**config.mk**
```make
export PLATFORM = sky130hd
export DESIGN_NAME = fft4_frame_loader
export DESIGN_NICKNAME = d
export VERILOG_FILES = /design/src/rtl/fft4_frame_loader.sv
export SDC_FILE = /design/constraint.sdc
export NUM_CORES = 1
export LEC_CHECK = 0
export CORE_ASPECT_RATIO = 2
export CORE_MARGIN = 5
export CORE_UTILIZATION = 52
export DETAILED_ROUTE_END_ITERATION = 6
export GPL_TIMING_DRIVEN = 0
export PLACE_DENSITY = 0.75
export SETUP_SLACK_MARGIN = 0.3
export SLEW_MARGIN = 0
export SYNTH_ARGS = -nofsm -noshare
export SYNTH_HDL_FRONTEND = slang
export SYNTH_SLANG_ARGS = --single-unit
```
**constraint.sdc**
```tcl
create_clock -name i_clk -period 5.9 [get_ports i_clk]
set_input_delay 1.18 -clock i_clk [delete_from_list [all_inputs] [get_ports i_clk]]
set_output_delay 1.18 -clock i_clk [all_outputs]
set_load 0.01 [all_outputs]
```
**src/rtl/fft4_frame_loader.sv**
```systemverilog
// fft4_frame_loader
//   Feeder for the 4-point FFT stage. Collects a serial valid/ready stream of
//   packed complex samples {re[31:16], im[15:0]} (passed through unmodified)
//   into 4-sample frames held in two ping-pong banks. It presents each frame
//   in parallel to the FFT and runs the start / done / rearm handshake.
//
// Ports
//   i_clk           clock
//   i_rst_n         asynchronous active-low reset
//   i_in_valid      input sample valid
//   o_in_ready      loader can accept a sample (low only when both banks full)
//   i_in_data       input sample
//   o_fft_frame     frame to FFT; element 0 = first sample accepted
//   o_fft_start     one-cycle start pulse
//   i_fft_done      FFT done level, only looked at in BUSY
//   o_fft_rst       active-low rearm to FFT
//   o_result_valid  one-cycle pulse: FFT outputs may be captured this cycle
//   o_timeout_err   sticky abort flag, cleared only by reset
//   o_frame_cnt     frames completed, wraps
//
// state   | meaning
// ARM     | fft_rst low for one cycle to rearm the FFT
// IDLE    | wait for a full bank, copy it to o_fft_frame and free the bank
// LAUNCH  | fft_start pulse
// BUSY    | wait for fft_done, abort after TIMEOUT cycles from the start pulse
// RELEASE | result_valid pulse with fft_rst low, frame counted

module fft4_frame_loader #(
    parameter int WIDTH   = 32,
    parameter int TIMEOUT = 16,
    parameter int CNT_W   = 16
) (
    input  logic                  i_clk,
    input  logic                  i_rst_n,
    input  logic                  i_in_valid,
    output logic                  o_in_ready,
    input  logic [WIDTH-1:0]      i_in_data,
    output logic [3:0][WIDTH-1:0] o_fft_frame,
    output logic                  o_fft_start,
    input  logic                  i_fft_done,
    output logic                  o_fft_rst,
    output logic                  o_result_valid,
    output logic                  o_timeout_err,
    output logic [CNT_W-1:0]      o_frame_cnt
);

    localparam int            TW         = $clog2(TIMEOUT);
    localparam logic [TW-1:0] TIMER_LAST = TW'(TIMEOUT - 1);

    typedef enum logic [2:0] {
        S_ARM,
        S_IDLE,
        S_LAUNCH,
        S_BUSY,
        S_RELEASE
    } state_t;

    state_t           r_state;
    state_t           w_state_nxt;
    logic [WIDTH-1:0] r_bank [0:1][0:3];
    logic [1:0]       r_full;
    logic [1:0]       w_full_nxt;
    logic             r_wr_bank;
    logic             r_rd_bank;
    logic [1:0]       r_wr_idx;
    logic [TW-1:0]    r_timer;
    logic             w_accept;
    logic             w_last_beat;
    logic             w_copy;
    logic             w_abort;

    assign o_in_ready  = !r_full[r_wr_bank];
    assign w_accept    = i_in_valid && o_in_ready;
    assign w_last_beat = w_accept && (r_wr_idx == 2'd3);
    assign w_copy      = (r_state == S_IDLE) && r_full[r_rd_bank];

    // A copy needs full[rd_bank] and a write needs !full[wr_bank], so the set
    // and the clear below can never target the same bank in one cycle.
    always_comb begin
        w_full_nxt = r_full;
        if (w_copy) begin
            w_full_nxt[r_rd_bank] = 1'b0;
        end
        if (w_last_beat) begin
            w_full_nxt[r_wr_bank] = 1'b1;
        end
    end

    always_comb begin
        w_state_nxt = r_state;
        w_abort     = 1'b0;
        unique case (r_state)
            S_ARM:     w_state_nxt = S_IDLE;
            S_IDLE:    if (w_copy) w_state_nxt = S_LAUNCH;
            S_LAUNCH:  w_state_nxt = S_BUSY;
            S_BUSY: begin
                if (i_fft_done) begin
                    w_state_nxt = S_RELEASE;
                end else if (r_timer == TIMER_LAST) begin
                    w_state_nxt = S_ARM;
                    w_abort     = 1'b1;
                end
            end
            S_RELEASE: w_state_nxt = S_IDLE;
            default:   w_state_nxt = S_ARM;
        endcase
    end

    // Sample storage carries no reset; the full flags decide what is valid.
    always_ff @(posedge i_clk) begin
        if (w_accept) begin
            r_bank[r_wr_bank][r_wr_idx] <= i_in_data;
        end
    end

    always_ff @(posedge i_clk or negedge i_rst_n) begin
        if (!i_rst_n) begin
            r_full    <= 2'b00;
            r_wr_bank <= 1'b0;
            r_rd_bank <= 1'b0;
            r_wr_idx  <= 2'd0;
        end else begin
            r_full <= w_full_nxt;
            if (w_accept) begin
                r_wr_idx <= r_wr_idx + 2'd1;
            end
            if (w_last_beat) begin
                r_wr_bank <= !r_wr_bank;
            end
            if (w_copy) begin
                r_rd_bank <= !r_rd_bank;
            end
        end
    end

    // Outputs are registered from the next state so each pulse lines up with
    // the state it belongs to.
    always_ff @(posedge i_clk or negedge i_rst_n) begin
        if (!i_rst_n) begin
            r_state        <= S_ARM;
            o_fft_start    <= 1'b0;
            o_fft_rst      <= 1'b0;
            o_result_valid <= 1'b0;
        end else begin
            r_state        <= w_state_nxt;
            o_fft_start    <= (w_state_nxt == S_LAUNCH);
            o_fft_rst      <= (w_state_nxt != S_ARM) && (w_state_nxt != S_RELEASE);
            o_result_valid <= (w_state_nxt == S_RELEASE);
        end
    end

    // The timer is zero in the LAUNCH cycle and counts through BUSY, so an
    // abort raises the error flag exactly TIMEOUT cycles after fft_start.
    always_ff @(posedge i_clk or negedge i_rst_n) begin
        if (!i_rst_n) begin
            r_timer <= '0;
        end else if (w_copy) begin
            r_timer <= '0;
        end else if ((r_state == S_LAUNCH) || (r_state == S_BUSY)) begin
            r_timer <= r_timer + TW'(1);
        end
    end

    always_ff @(posedge i_clk or negedge i_rst_n) begin
        if (!i_rst_n) begin
            o_fft_frame   <= '0;
            o_timeout_err <= 1'b0;
            o_frame_cnt   <= '0;
        end else begin
            if (w_copy) begin
                o_fft_frame[0] <= r_bank[r_rd_bank][2'd0];
                o_fft_frame[1] <= r_bank[r_rd_bank][2'd1];
                o_fft_frame[2] <= r_bank[r_rd_bank][2'd2];
                o_fft_frame[3] <= r_bank[r_rd_bank][2'd3];
            end
            if (w_abort) begin
                o_timeout_err <= 1'b1;
            end
            if (r_state == S_RELEASE) begin
                o_frame_cnt <= o_frame_cnt + CNT_W'(1);
            end
        end
    end

endmodule
```
==> out/metrics.csv <==
metric;value;unit
Max-Slew Margin vs Limit;34.1;%
Final #Nets;1238;
Post-Syn Nets;999;
non-filler cells, final;1584;
Crit path largest cell delay;0.60;ns
WP depth;3;
pin count of the biggest net entering global routing;84;
hold path depth;2;
total iterations of the first detailed-routing run;5;
vias;8596;
TritonCTS clock tree;built;
Top Metal Used;met4;
crit path max-delay cell type;clkdlybuf4s50_1;
diodes inserted;0;
Worst Max-Slew Pin Slew;0.989;ns
delay-heaviest family, CP;buffers and inverters;
# clock sinks;417;
postcts setup bufs;0;
die width;130;um
clock buffer depth;3;
FF-to-FF path depth;8;
Site Rows;88;
Setup WS post-layout;2.51;ns
layout cells sized above 1;8.74;%
I/O pin cnt;185;
number of global-route vias before repair;9255;
Die Y;250;um
Max Freq;295;MHz
CP Class;reg2out;
placed cell count;1518;
drt initial violations;480;
post-route ant nets;0;
Vias/cell;5.43;
number of port buffers;184;
Root Driver;clkbuf_16;
r2r setup slk;3.49;ns
Synth Cell Area;15000;um^2
Ys Warns;0;
htree depth;2;
final setup vio count;0;
Synth Register Bits;417;
# DRC;0;
Mapped Cells;957;
DP HPWL;24200;um
gr usage total;21.8;%
CP Capture Type;primary output;
synthesized area per cell;15.7;um^2
Yosys cell types;37;
fin. max-slew vios;0;
antenna violations before repair;0;
GPL Wtd Cong;0.782;
setup TNS;0;ns
metal3 WL;1340;um
Hold Crit Class;reg2reg;
outcome;finished, final reports clean;
met2 WL;19600;um
CP Data Required Time;4.72;ns
M1 WL;12800;um
hold_buf cts;0;
Pwr Density;523;nW/um^2
Filler Cells Inserted;1979;
Die ar.;32600;um^2
starting density of the core;52.3;%
Gates resized, CTS repair;0;
Final Hold Fails;0;
Worst EP arrival;2.21;ns
Crit Path Max Fanout;8;
unrepaired setup endpoints after global routing;false;
VDD IR max;470;uV
total congestion overflow;0;
core area;28700;um^2
Startpoint Class;register;
cts bufs inserted;36;
Avg WL per Cell;22.0;um
register area share after synthesis;77.9;%
crit path cell chain;clkbuf_1, mux2i_1, clkdlybuf4s50_1;
Pleak;0.00741;uW
Worst Skew;0.0163;ns
max_cap viols;0;
Period minus WS final;3.39;ns
worst path buffer plus inverter count;2;
Area growth syn-to-layout;26.0;%
clk_lat worst skew;0.53;ns
Worst-path clk slew;0.07;ns
Worst Setup Slack post-DPL;2.57;ns
final WL;34900;um
period utilisation layout;57.4;%
global-route wire length before repair;53400;um
## cells in the mapped netlist, drive strengths merged
cell | number | share of area, %
edfxtp | 256 | 51
dfrtp | 161 | 27
nand2 | 147 | 3.7
mux2i | 130 | 8.7
o21ai | 129 | 4.3
clkbuf | 28 | 0.70
buf | 20 | 0.74
nor2 | 16 | 0.40
xnor2 | 12 | 0.70
nand3 | 11 | 0.37
xor2 | 7 | 0.41
ha | 6 | 0.50
and3 | 5 | 0.21
nor3 | 4 | 0.13
inv | 3 | 0.075
a21oi | 2 | 0.067
mux2 | 2 | 0.15
nand4b | 2 | 0.12
nor3b | 2 | 0.13
nor4 | 2 | 0.18
o21a | 2 | 0.10
a21o | 1 | 0.050
a31o | 1 | 0.058
and2b | 1 | 0.050
and4 | 1 | 0.058
nand2b | 1 | 0.042
nand3b | 1 | 0.050
nand4 | 1 | 0.042
o21bai | 1 | 0.050
or2 | 1 | 0.042
or3b | 1 | 0.058
## cell type report
type / instances / area (um^2) / area share (%)
clock buffers: 47 / 995 / 5.25
plain buffers: 48 / 216 / 1.14
multi-input cells: 489 / 3140 / 16.6
flip-flops and latches: 417 / 11700 / 61.8
clock inverters: 19 / 304 / 1.60
well taps: 360 / 450 / 2.38
repair buffers: 201 / 2120 / 11.2
inverters: 3 / 11.3 / 0.0594
## cells in the final DEF, fill, tap and decap left out, drive strengths merged
master         instances
edfxtp               256
clkdlybuf4s50        183
dfrtp                161
nand2                147
mux2i                130
o21ai                129
clkbuf                75
buf                   38
nor2                  16
xnor2                 12
nand3                 11
clkinv                10
bufinv                 8
xor2                   7
ha                     6
and3                   5
nor3                   4
inv                    3
mux2                   2
a21oi                  2
o21a                   2
nand4b                 2
nor3b                  2
nor4                   2
nand4                  1
o21bai                 1
a31o                   1
and2b                  1
nand3b                 1
nand2b                 1
or2                    1
a21o                   1
or3b                   1
and4                   1
clkinvlp               1
## where the power goes
part | leakage [uW] | internal (uW) | switching, uW | total [uW]
Sequential | 0.00436 | 3810 | 380 | 4190
Combinational | 0.00242 | 1430 | 1720 | 3150
Clock | 0.000631 | 1550 | 1030 | 2570
Total | 0.00741 | 6780 | 3130 | 9910
## state kept, by name, indices dropped and copies added, names as in the netlist
name and cells:
r_bank 256, o_fft_frame 128, o_frame_cnt 16, r_timer 4, r_state 3, r_full 2, r_wr_idx 2, o_fft_rst 1
o_fft_start 1, o_result_valid 1, o_timeout_err 1, r_rd_bank 1, r_wr_bank 1
## stage by stage
step | hold slack, ns | instance area (um^2) | total power (uW) | util, %
2_1_floorplan | 0.480 | 15000 | 5730 | -
3_3_place_gp | 0.462 | 17300 | 7260 | 60.3
3_5_place_dp | 0.466 | 17700 | 7430 | 61.4
4_1_cts | 0.485 | 19000 | 10000 | 66.0
5_1_grt | 0.509 | 19000 | 10400 | 66.0
6_report | 0.482 | 19000 | 9910 | 66.0
## layer usage
layer	up-vias	track usage [%]
met1	4390	25.2
li1	3925	-
met2	217	40.7
met4	0	7.88
met3	64	2.56
met5	-	0
## path summary, 6_finish.rpt
check                                        startpoint                      endpoint
max                               r_wr_bank$_DFFE_PN0P_                    o_in_ready
min                        o_fft_frame[118]$_DFFE_PN0P_  o_fft_frame[118]$_DFFE_PN0P_
max reg2reg                         r_full[0]$_DFF_PN0_   o_fft_frame[44]$_DFFE_PN0P_
min reg2reg                o_fft_frame[118]$_DFFE_PN0P_  o_fft_frame[118]$_DFFE_PN0P_
max in group asynchronous                       i_rst_n  o_fft_frame[121]$_DFFE_PN0P_
min in group asynchronous                       i_rst_n   o_fft_frame[44]$_DFFE_PN0P_
## worst reg2reg max path: stages, from the launching register on
cell and delay, ns:
dfrtp_1 0.37, clkbuf_1 0.24, mux2_2 0.35, nand2_1 0.27, buf_4 0.26, buf_2 0.31
buf_2 0.35, nand2_1 0.10, o21ai_1 0.09
## cell families (layout without fill, tap and decap cells)
family          count (synthesis)  in the layout  synth area share, %
flops                         417            417                 77.9
simple gates                  196            196                 5.55
fa+ha+maj                       6              6                0.499
xor+xnor                       19             19                 1.11
mux                           132            132                 8.80
compound gates                136            136                 4.62
buf+inv                        51            318                 1.51
No activity file was read; power rests on OpenSTA's default activity.
